===== config.mk =====
export PLATFORM = sky130hd
export DESIGN_NAME = indicadores_planta
export DESIGN_NICKNAME = d
export VERILOG_FILES = /design/src/rtl/indicadores_planta.sv
export SDC_FILE = /design/constraint.sdc
export NUM_CORES = 1
export LEC_CHECK = 0
export BUFFER_PORTS_ARGS = -buffer_cell sky130_fd_sc_hd__buf_2
export CAP_MARGIN = 0
export CORE_MARGIN = 2
export CORE_UTILIZATION = 38
export DETAILED_ROUTE_END_ITERATION = 12
export GPL_ROUTABILITY_DRIVEN = 0
export PLACE_DENSITY = 0.66
export SLEW_MARGIN = 20
export SYNTH_ARGS = -nofsm -noshare
export SYNTH_HDL_FRONTEND = slang
export SYNTH_SLANG_ARGS = --single-unit

===== constraint.sdc =====
create_clock -name clk -period 4.7 [get_ports clk]
set_input_delay 0.47 -clock clk [delete_from_list [all_inputs] [get_ports clk]]
set_output_delay 0.47 -clock clk [all_outputs]
set_load 0.01 [all_outputs]

===== src/rtl/indicadores_planta.sv =====
// rtl/indicadores_planta.sv - virtual plant indicators with decay ticks, action cooldown and sleep FSM
// Optional macro INDICADORES_FAST_EN: forces decay period 16 and cooldown 4 for fast simulation.
module indicadores_planta #(
  parameter int DECAY_CYCLES = 50000000,
  parameter int COOLDOWN     = 25000000
) (
  input  logic       clk,
  input  logic       rst,
  input  logic       btn_regar,
  input  logic       btn_alimentar,
  input  logic       btn_limpiar,
  input  logic       btn_podar,
  input  logic       btn_dormir,
  output logic [2:0] humedad,
  output logic [2:0] nutricion,
  output logic [2:0] energia,
  output logic [2:0] mantenimiento,
  output logic [2:0] podado,
  output logic       reposando,
  output logic       accion_ack
);

`ifdef INDICADORES_FAST_EN
  localparam int DEC_EFF  = 16;
  localparam int COOL_EFF = 4;
`else
  localparam int DEC_EFF  = DECAY_CYCLES;
  localparam int COOL_EFF = COOLDOWN;
`endif

  localparam int DW = (DEC_EFF > 1) ? $clog2(DEC_EFF) : 1;
  localparam int CW = (COOL_EFF > 1) ? $clog2(COOL_EFF) : 1;

  typedef enum logic {
    ACTIVA  = 1'b0,
    DORMIDA = 1'b1
  } state_t;

  state_t state, state_next;

  logic [DW-1:0] decay_cnt;
  logic [CW-1:0] cooldown_cnt;
  logic          tick;

  // Button vector order: {dormir, podar, limpiar, alimentar, regar}
  logic [4:0] btns;
  logic [4:0] btn_prev;
  logic [4:0] edges;

  logic act_regar, act_alimentar, act_limpiar, act_podar, act_dormir;
  logic accept;

  logic signed [2:0] d_hum, d_nut, d_ene, d_man, d_pod;

  assign btns  = {btn_dormir, btn_podar, btn_limpiar, btn_alimentar, btn_regar};
  assign edges = btns & ~btn_prev;
  assign tick  = (decay_cnt == DW'(DEC_EFF - 1));
  assign reposando = (state == DORMIDA);

  // Clamp value+delta into the 0..7 indicator range so combined action/tick changes are never lost.
  function automatic logic [2:0] sat_add(input logic [2:0] v, input logic signed [2:0] d);
    logic signed [4:0] s;
    s = $signed({2'b00, v}) + $signed({{2{d[2]}}, d});
    if (s < 5'sd0)
      sat_add = 3'd0;
    else if (s > 5'sd7)
      sat_add = 3'd7;
    else
      sat_add = s[2:0];
  endfunction

  // Free-running decay counter; tick is high in the last count before wrapping.
  always_ff @(posedge clk) begin
    if (!rst)
      decay_cnt <= '0;
    else if (tick)
      decay_cnt <= '0;
    else
      decay_cnt <= decay_cnt + DW'(1);
  end

  // Cooldown reloads on each accepted action and counts down to zero.
  always_ff @(posedge clk) begin
    if (!rst)
      cooldown_cnt <= '0;
    else if (accept)
      cooldown_cnt <= CW'(COOL_EFF - 1);
    else if (cooldown_cnt != '0)
      cooldown_cnt <= cooldown_cnt - CW'(1);
  end

  // FSM state register.
  always_ff @(posedge clk) begin
    if (!rst)
      state <= ACTIVA;
    else
      state <= state_next;
  end

  // Action arbitration (fixed priority, only when cooldown is idle) and next-state logic.
  always_comb begin
    act_regar     = 1'b0;
    act_alimentar = 1'b0;
    act_limpiar   = 1'b0;
    act_podar     = 1'b0;
    act_dormir    = 1'b0;
    state_next    = state;
    if (cooldown_cnt == '0) begin
      if (state == ACTIVA) begin
        if (edges[0])      act_regar     = 1'b1;
        else if (edges[1]) act_alimentar = 1'b1;
        else if (edges[2]) act_limpiar   = 1'b1;
        else if (edges[3]) act_podar     = 1'b1;
        else if (edges[4]) act_dormir    = 1'b1;
      end else begin
        // While sleeping only the sleep button is honoured.
        if (edges[4]) act_dormir = 1'b1;
      end
    end
    accept = act_regar | act_alimentar | act_limpiar | act_podar | act_dormir;
    if (act_dormir)
      state_next = (state == ACTIVA) ? DORMIDA : ACTIVA;
    else if (state == DORMIDA && energia == 3'd7)
      state_next = ACTIVA;
  end

  // Per-indicator delta: +2 for its action, -1 on decay (energia recovers while asleep).
  always_comb begin
    d_hum = 3'sd0;
    d_nut = 3'sd0;
    d_man = 3'sd0;
    d_pod = 3'sd0;
    d_ene = 3'sd0;
    if (act_regar)     d_hum = d_hum + 3'sd2;
    if (act_alimentar) d_nut = d_nut + 3'sd2;
    if (act_limpiar)   d_man = d_man + 3'sd2;
    if (act_podar)     d_pod = d_pod + 3'sd2;
    if (tick) begin
      d_hum = d_hum - 3'sd1;
      d_nut = d_nut - 3'sd1;
      d_man = d_man - 3'sd1;
      d_pod = d_pod - 3'sd1;
      d_ene = (state == DORMIDA) ? 3'sd1 : -3'sd1;
    end
  end

  // Indicator, ack and edge-history registers; history resets high so held buttons do not fire.
  always_ff @(posedge clk) begin
    if (!rst) begin
      humedad       <= 3'd7;
      nutricion     <= 3'd7;
      energia       <= 3'd7;
      mantenimiento <= 3'd7;
      podado        <= 3'd7;
      accion_ack    <= 1'b0;
      btn_prev      <= 5'b11111;
    end else begin
      humedad       <= sat_add(humedad, d_hum);
      nutricion     <= sat_add(nutricion, d_nut);
      energia       <= sat_add(energia, d_ene);
      mantenimiento <= sat_add(mantenimiento, d_man);
      podado        <= sat_add(podado, d_pod);
      accion_ack    <= accept;
      btn_prev      <= btns;
    end
  end

endmodule


# After elaboration in Yosys (flattened, before gate mapping)
# Cells that the tools add are included.
# classes
n_reduce_logical,7
n_mux,50
order_cmp,10
n_eq_ne,2
bitwise_logic,7
addsub,11
# op_table
cell,count
$mux W25,2
$mux W3,16
$mux W1,28
$add A26 B1 Y26 const B,1
$eq A26 B26 Y1 const B,1
$add A4 B3 Y5,5
$gt A5 B4 Y1 const B,5
$logic_not A25 Y1,1
$lt A5 B1 Y1 const B,5
$reduce_bool A25 Y1,1
$sub A25 B1 Y25 const B,1
$sub A3 B2 Y3 const B,4
$mux W2,4
$and A5 B5 Y5,1
$not A5 Y5,1
$or A1 B1 Y1,4
$reduce_bool A2 Y1,2
$reduce_or A2 Y1,2
$eq A3 B3 Y1 const B,1
$logic_and A1 B1 Y1,1
$not A1 Y1,1
# totals
in_bits,7
register_bits,73

# Depth between registers and ports, before layout
# Gate-level depths: netlist of the first run.
# depth
word_depth,15
ltp_mapped,16
mapped_depth_nobuf,14

# Least setup slack after synthesis of the first run
# OpenSTA, ideal clock, no wires.
# synth_path
path_type,reg-to-reg
startpoint,reg cooldown_cnt[0]
endpoint,reg humedad[2]
path_buffers,2
setup_ps,74
arrival_ps,3212
required_ps,4626
stages_incl_launch_ff,15
period_less_slack_ps,3287
slack_ps,1413
cell_sequence,dfxtp_1 inv_1 ha_1 nor4b_2 and4_1 buf_2 buf_2 nand2_2 or3_1 ha_1 ha_1 or4_1 a21oi_1 nor2_1 o21ai_0
# synth_via
elab_chain_cells,9
# synth_rtl
element,line,source
start: declaration,42,logic [CW-1:0] cooldown_cnt;
start signal: assignment,87,cooldown_cnt <= CW'(COOL_EFF - 1);
start signal: assignment,89,cooldown_cnt <= cooldown_cnt - CW'(1);
$logic_not A25 Y1 (*),108,if (cooldown_cnt == '0) begin
$mux W1 (*),108,
$mux W2 (*),134,if (act_regar) d_hum = d_hum + 3'sd2;
$sub A3 B2 Y3,139,d_hum = d_hum - 3'sd1;
$mux W3 (*),138,if (tick) begin
$add A4 B3 Y5 (*),63,"s = $signed({2'b00, v}) + $signed({{2{d[2]}}, d});"
$gt A5 B4 Y1,66,else if (s > 5'sd7)
$mux W3,66,
$mux W3 (*),64,if (s < 5'sd0)
end signal: assignment,158,"humedad <= sat_add(humedad, d_hum);"
end: declaration,14,"output logic [2:0] humedad,"
# Every way passes the cells marked *; elsewhere a longest branch is shown, timed or not.
# A chain may end at the register's enable or synchronous reset.

# Final worst setup path of the first run
# Same ends and word-level chain as after synthesis.

==> summary.md, run 1 <==
| Metric | Value |
|---|---|
| Status | `finished, final reports clean` |
| Top cell by count, worst path | `ha_1` |
| Setup ws final | `0.990 ns` |
| Register bit count reported by yosys | `73` |
| Largest family of logic cells by synthesized area | `simple AND/OR/NAND/NOR gates` |
| Setup Skew | `0.00934 ns` |
| Layout overhead on the synthesized area | `11.3%` |
| Starting DRT DRC Count | `116` |
| Crit share post-route | `78.9%` |
| WS Path Type | `reg -> reg` |
| CP required | `4.98 ns` |
| VDD IR max | `0.000157 V` |
| Crit-path cells | `inv_1 -> ha_1 -> nor4b_2 -> and4_1 -> nand2_2 -> or3_1 -> ha_1 -> fa_1 -> nor2b_1 -> o211ai_1 -> a21oi_1 -> nor2_1 -> o21ai_0` |
| HPWL Detailed | `6050 microns` |
| EDFF count, synth | `0` |
| Commonest non-fill, non-tap cell in the layout | `dfxtp_1` |
| H-tree levels | `3` |
| CTS tree | `done` |
| Final wirelength | `8500 microns` |
| Max Freq | `0.270 GHz` |
| Gr usage total | `15.4%` |
| First-pass GRT wire length | `14500 microns` |
| Worst setup EP type | `register` |
| Arrival time of the worst setup path | `3.99 ns` |
| Avg Inst Size Synth | `8.84 sq um` |
| Critical path's slowest cell | `and4_1` |
| Post-placement cell area | `4350 sq um` |
| Clock Sink Count | `73` |
| Layout Utilization | `42.9%` |
| Total congestion overflow | `0` |
| Place WS | `1.01 ns` |
| Yosys warns | `0` |
| Final instance area | `4590 sq um` |
| Pwr dens | `457 nW/um^2` |
| Tot Pwr | `2.10 mW` |
| Top FF cell, synth | `dfxtp_1` |
| DRC viols | `0` |
| Most frequent cells in the layout | `dfxtp_1, nor2_1, xnor2_1, ha_1, inv_1` |
| Final Hold Vio Count | `0` |
| Netlist cell types | `54` |
| Number of cells upsized or downsized after cts | `0` |
| Num CTS Buffers | `9` |
| Vias | `3337` |
| Clk_lat worst skew | `0.35 ns` |
| Largest net degree at the start of global routing | `40` |
| Initial Utilization | `38.6%` |
| Core region area | `10700 sq um` |
| RSZ-0062 raised after global routing | `false` |
| # nets final | `527` |
| Synth Area in Compound Gates | `10.4%` |
| Ant. Diodes | `0` |
| Slew headroom | `36.3%` |
| Die area | `11700 sq um` |
| Ports | `24` |
| Post-synthesis simple-gate area fraction | `30.0%` |
| Startpoint Class | `register` |
| Die Ht | `108 microns` |
| LEAKAGE | `1.81 nW` |
| Cell row count | `38` |
| CP peak stage delay | `0.60 ns` |
| Antenna Violating Nets Remaining | `0` |
| Port bufs | `23` |
| # hold bufs at CTS | `0` |
| First drt pass iteration count | `5` |
| Initial antenna violation count | `0` |
| Final std cells w/o fill | `633` |
| R2R Setup Slk | `0.99 ns` |
| Post-DR vias/cell | `5.27` |
| DR WL/cell | `13.4 microns` |
| Crit-path max FO | `14` |
| Xor/xnor share of the synthesized area | `9.34%` |
| Placed instance count | `617` |
| Post-route minimum period | `3.71 ns` |
| Multiplexer share of the synthesized area | `0.242%` |
| Final setup violation count | `0` |
| Sequential area share after synthesis | `35.4%` |
| Slew of the pin with the lowest slew margin | `0.953 ns` |
| Setup TNS | `0 ns` |
| Die Width | `108 microns` |
| Postcts setup bufs | `0` |
| WHS | `0.317 ns` |
| Clock slew at reported path FFs | `0.07 ns` |
| Mapped Area | `4130 sq um` |
| Top delay family on crit path | `simple AND/OR/NAND/NOR gates` |
| Fin. max-slew vios | `0` |
| Max-cap violations | `0` |
| Post-Syn Nets | `506` |
| Synth Area in Adders | `10.6%` |
| Layout cell share with drive strength beyond 1 | `11.6%` |
| Syn Inst Count | `467` |
| HP Class | `in -> reg` |
| Vias in the first global route | `3195` |
| Buffers plus inverters on the worst setup path | `1` |
| Clock root cell | `clkbuf_8` |
| CTS max path bufs | `2` |
| Asr flop ratio synth | `0%` |
sequential cells by signal, indices dropped and copies added, names as in the netlist:
signal and flops:
energia 3, accion_ack 1, btn_prev 5, nutricion 3, cooldown_cnt 25, humedad 3, reposando 1, decay_cnt 26
podado 3, mantenimiento 3
area by class of cell:
cell class | count | area, sq um
inverter | 26 | 97.6
clock inverter | 5 | 103
timing repair buffer | 23 | 115
sequential | 73 | 1460
multi-input combinational | 355 | 2500
tap | 140 | 175
fill | 1057 | 6100
clock buffer | 11 | 141
per-layer routing:
metal | vias to the layer above | part of all wire (%) | GRT usage, % | routed length, microns
li1 | 1693 | - | - | -
met1 | 1589 | 49 | 19.7 | 4150
met2 | 42 | 47 | 25.1 | 3990
met3 | 13 | 2.6 | 3.68 | 225
met4 | 0 | 1.7 | 6.23 | 143
met5 | - | 0 | 0 | 0
report_power, final:
| group | switching (mW) | total [mW] | leakage [nW] | internal, mW |
|---|---|---|---|---|
| registers | 0.0957 | 0.797 | 0.594 | 0.702 |
| logic | 0.422 | 0.697 | 1.09 | 0.275 |
| clock network | 0.238 | 0.604 | 0.120 | 0.366 |
| total | 0.755 | 2.10 | 1.81 | 1.34 |
kinds of logic after synthesis:
logic type / after synthesis
multiplexers: 1
adder cells (fa/ha/maj): 32
AND/OR/NAND/NOR: 211
XOR/XNOR: 44
flip-flops: 73
AO/OA/AOI/OAI: 67
buffers and inverters: 39
worst register-to-register path, stage by stage, from the launching register on:
cell	delay (ns)
dfxtp_1	0.35
inv_1	0.09
ha_1	0.14
nor4b_2	0.30
and4_1	0.60
nand2_2	0.16
or3_1	0.38
ha_1	0.34
fa_1	0.44
nor2b_1	0.22
o211ai_1	0.12
a21oi_1	0.26
nor2_1	0.08
o21ai_0	0.15
path summary, 6_finish.rpt:
path         depth (start not counted)                          from                       to
min reg2reg                          1       decay_cnt[0]$_SDFF_PP0_  decay_cnt[0]$_SDFF_PP0_
max reg2reg                         13  cooldown_cnt[0]$_SDFFE_PN0P_    humedad[2]$_SDFF_PN1_
min                                  2                     btn_regar   btn_prev[0]$_SDFF_PN1_
max                                 13  cooldown_cnt[0]$_SDFFE_PN0P_    humedad[2]$_SDFF_PN1_
synthesized netlist by cell type, types with 6 or more instances:
master | n | area, sq um
nor3_1 | 20 | 100
nor2_1 | 60 | 225
xor2_1 | 17 | 149
a21oi_1 | 18 | 90.1
nor4_2 | 6 | 75.1
ha_1 | 27 | 338
dfxtp_1 | 73 | 1460
buf_2 | 6 | 30.0
o211ai_1 | 7 | 52.6
nand4_1 | 9 | 56.3
inv_1 | 26 | 97.6
nand2b_1 | 12 | 75.1
nand2_1 | 19 | 71.3
o21a_1 | 6 | 45.0
or3_1 | 6 | 37.5
xnor2_1 | 27 | 236
o21ai_0 | 22 | 110
nor4_1 | 11 | 68.8
nand3_1 | 14 | 70.1
nor2b_1 | 14 | 87.6
No activity file was read; power rests on OpenSTA's default activity.
==> run 2, diff against run 1 <==
clock period = 3.7 ns   (was 4.7 ns; I/O delays follow)
==> run 2 against run 1 <==
Compared with the run above: power up 21%; highest routed layer unchanged; via count grew 0.54%; clock skew increased by 0.0024 ns; register-to-register slack worse by 0.63 ns; worst setup slack lost 0.63 ns; clock power is 5.3% lower; die area unchanged; non-clock buffer count rose by 6; core utilization fell by 0.22 points; cell count up 0.79%; cell area shrank 0.52%.
==> summary.md, run 2 (same netlist as run 1, synthesis figures left out) <==
| Metric | Value |
|---|---|
| H-tree levels | `3 (unchanged)` |
| LEAKAGE | `1.80 nW (was 1.81 nW)` |
| DR WL/cell | `13.7 microns (was 13.4 microns)` |
| GRT met1 Usage | `20.5% (was 19.7%)` |
| Setup TNS | `0 ns (unchanged)` |
| Top cell by count, worst path | `ha_1 (unchanged)` |
| Die Width | `108 microns (unchanged)` |
| Post-placement cell area | `4400 sq um (was 4350 sq um)` |
| Fin. max-slew vios | `0 (unchanged)` |
| Vias | `3355 (was 3337)` |
| CTS tree | `done (unchanged)` |
| Pwr dens | `557 nW/um^2 (was 457 nW/um^2)` |
| Arrival time of the worst setup path | `3.62 ns (was 3.99 ns)` |
| Die area | `11700 sq um (unchanged)` |
| Setup crit start | `decay_cnt[0]$_SDFF_PP0_ (was cooldown_cnt[0]$_SDFFE_PN0P_)` |
| Core region area | `10700 sq um (unchanged)` |
| Slew headroom | `43.5% (was 36.3%)` |
| CP peak stage delay | `0.53 ns (was 0.60 ns)` |
| GRT Max-Usage Layer | `met2 (unchanged)` |
| Vias in the first global route | `3295 (was 3195)` |
| Clock Sink Count | `73 (unchanged)` |
| Most frequent cells in the layout | `dfxtp_1, nor2_1, xnor2_1, ha_1, inv_1 (unchanged)` |
| Worst Hold End | `btn_prev[3]$_SDFF_PN1_ (was btn_prev[0]$_SDFF_PN1_)` |
| Worst setup EP type | `register (unchanged)` |
| Tot Pwr | `2.55 mW (was 2.10 mW)` |
| Num CTS Buffers | `9 (unchanged)` |
| CTS max path bufs | `2 (unchanged)` |
| WHS | `0.211 ns (was 0.317 ns)` |
| HP Class | `in -> reg (unchanged)` |
| R2R Setup Slk | `0.36 ns (was 0.99 ns)` |
| # hold bufs at CTS | `0 (unchanged)` |
| Biggest regs | `decay_cnt (26), cooldown_cnt (25), btn_prev (5) (unchanged)` |
| Largest net degree at the start of global routing | `39 (was 40)` |
| Clock root cell | `clkbuf_8 (unchanged)` |
| Hold_sp | `btn_podar (was btn_regar)` |
| # nets final | `533 (was 527)` |
| Crit share post-route | `90.2% (was 78.9%)` |
| Cell row count | `38 (unchanged)` |
| Crit-path cells | `ha_1 -> and4_1 -> nor4b_1 -> nand4b_1 -> inv_4 -> ha_1 -> ha_1 -> or4_1 -> a21oi_1 -> nor2_1 -> o21ai_0 (was inv_1 -> ha_1 -> nor4b_2 -> and4_1 -> nand2_2 -> or3_1 -> ha_1 -> fa_1 -> nor2b_1 -> o211ai_1 -> a21oi_1 -> nor2_1 -> o21ai_0)` |
| Die Ht | `108 microns (unchanged)` |
| Slew of the pin with the lowest slew margin | `0.840 ns (was 0.953 ns)` |
| Critical path's slowest cell | `or4_1 (was and4_1)` |
| Number of flip-flops under the largest register name | `26 (unchanged)` |
| Final instance area | `4570 sq um (was 4590 sq um)` |
| Setup Skew | `0.0117 ns (was 0.00934 ns)` |
| Ports | `24 (unchanged)` |
| R2r endpoint | `podado[2]$_SDFF_PN1_ (was humedad[2]$_SDFF_PN1_)` |
| RSZ-0062 raised after global routing | `false (unchanged)` |
| Register area | `1460 sq um (unchanged)` |
| CP required | `3.99 ns (was 4.98 ns)` |
| Buffers plus inverters on the worst setup path | `1 (unchanged)` |
| WS Path Type | `reg -> reg (unchanged)` |
| Max-cap violations | `0 (unchanged)` |
| Port bufs | `23 (unchanged)` |
| HPWL Detailed | `6290 microns (was 6050 microns)` |
| Post-DR vias/cell | `5.26 (was 5.27)` |
| Antenna Violating Nets Remaining | `0 (unchanged)` |
| Launch point of the worst reg-to-reg path | `decay_cnt[0]$_SDFF_PP0_ (was cooldown_cnt[0]$_SDFFE_PN0P_)` |
| Cells on worst reg2reg path | `11 (was 13)` |
| Starting DRT DRC Count | `114 (was 116)` |
| Ant. Diodes | `0 (unchanged)` |
| Total congestion overflow | `0 (unchanged)` |
| Initial Utilization | `38.6% (unchanged)` |
| Final wirelength | `8720 microns (was 8500 microns)` |
| Post-route minimum period | `3.34 ns (was 3.71 ns)` |
| Final Hold Vio Count | `0 (unchanged)` |
| VDD IR max | `0.000280 V (was 0.000157 V)` |
| GR Layer Usage met3 | `2.53% (was 3.68%)` |
| Crit-path max FO | `9 (was 14)` |
| Status | `finished, final reports clean (unchanged)` |
| Final setup violation count | `0 (unchanged)` |
| Place WS | `0.204 ns (was 1.01 ns)` |
| Initial antenna violation count | `0 (unchanged)` |
| Layout cell share with drive strength beyond 1 | `12.4% (was 11.6%)` |
| Clk_lat worst skew | `0.36 ns (was 0.35 ns)` |
| Clock slew at reported path FFs | `0.07 ns (about the same)` |
| Gr usage total | `16.2% (was 15.4%)` |
| Startpoint Class | `register (unchanged)` |
| Hold path depth | `2 (unchanged)` |
| Area occupied by multi-input gates | `2500 sq um (unchanged)` |
| Met2 Use GR | `27.1% (was 25.1%)` |
| Setup ws final | `0.361 ns (was 0.990 ns)` |
| Top delay family on crit path | `simple AND/OR/NAND/NOR gates (unchanged)` |
| Commonest non-fill, non-tap cell in the layout | `dfxtp_1 (unchanged)` |
| Filler cells | `1070 (was 1057)` |
| Largest register by flop count | `decay_cnt (unchanged)` |
| Layout overhead on the synthesized area | `10.7% (was 11.3%)` |
| Max Freq | `0.299 GHz (was 0.270 GHz)` |
| First-pass GRT wire length | `15100 microns (was 14500 microns)` |
| DRC viols | `0 (unchanged)` |
| First drt pass iteration count | `4 (was 5)` |
run 2: worst max path at each step:
stage / slack, ns / cells past startpoint / endpoint
floorplan: 0.41 / 14 / humedad[2]$_SDFF_PN1_
global placement: 0.28 / 11 / humedad[2]$_SDFF_PN1_
detailed placement: 0.20 / 11 / nutricion[1]$_SDFF_PN1_
CTS: 0.17 / 11 / podado[2]$_SDFF_PN1_
global route: 0.008 / 11 / mantenimiento[2]$_SDFF_PN1_
finish: 0.36 / 11 / podado[2]$_SDFF_PN1_
run 2: through the flow:
step,utilization [%],cells
4_1_cts,42.7,638
2_1_floorplan,-,467
6_report,42.7,638
3_5_place_dp,41.1,623
5_1_grt,42.7,638
3_3_place_gp,41.1,623
run 2: worst register-to-register path: cells and delay by family, from the launching register on:
family	cells	cell delay [ns]
buf+inv	1	0.22
flops	1	0.38
compound gates	2	0.36
simple gates	5	1.48
fa+ha+maj	3	0.82
run 2: metal layers:
| metal | routed length (microns) | share of wire [%] |
|---|---|---|
| met5 | 0 | 0 |
| met2 | 4230 | 49 |
| met1 | 4080 | 47 |
| met3 | 219 | 2.5 |
| met4 | 187 | 2.1 |
run 2: timing repair:
action | 4_1_cts | 5_1_grt
gates resized for setup | 0 | 2
buffers inserted | 0 | 0
setup endpoints to repair | 0 | 12
run 2: layout make-up:
type                            count  share of cell area [%]
Clock buffer                       13                    3.48
Clock inverter                      2                   0.301
Inverter                           26                    2.19
Multi-Input combinational cell    355                    54.7
Sequential cell                    73                    32.0
Tap cell                          140                    3.83
Timing Repair Buffer               29                    3.50
run 2: power breakdown:
part | switching (mW) | total, mW | leakage [nW] | internal, mW
sequential | 0.122 | 1.01 | 0.594 | 0.892
clock | 0.294 | 0.572 | 0.0895 | 0.277
combinational | 0.568 | 0.962 | 1.12 | 0.394
total | 0.984 | 2.55 | 1.80 | 1.56
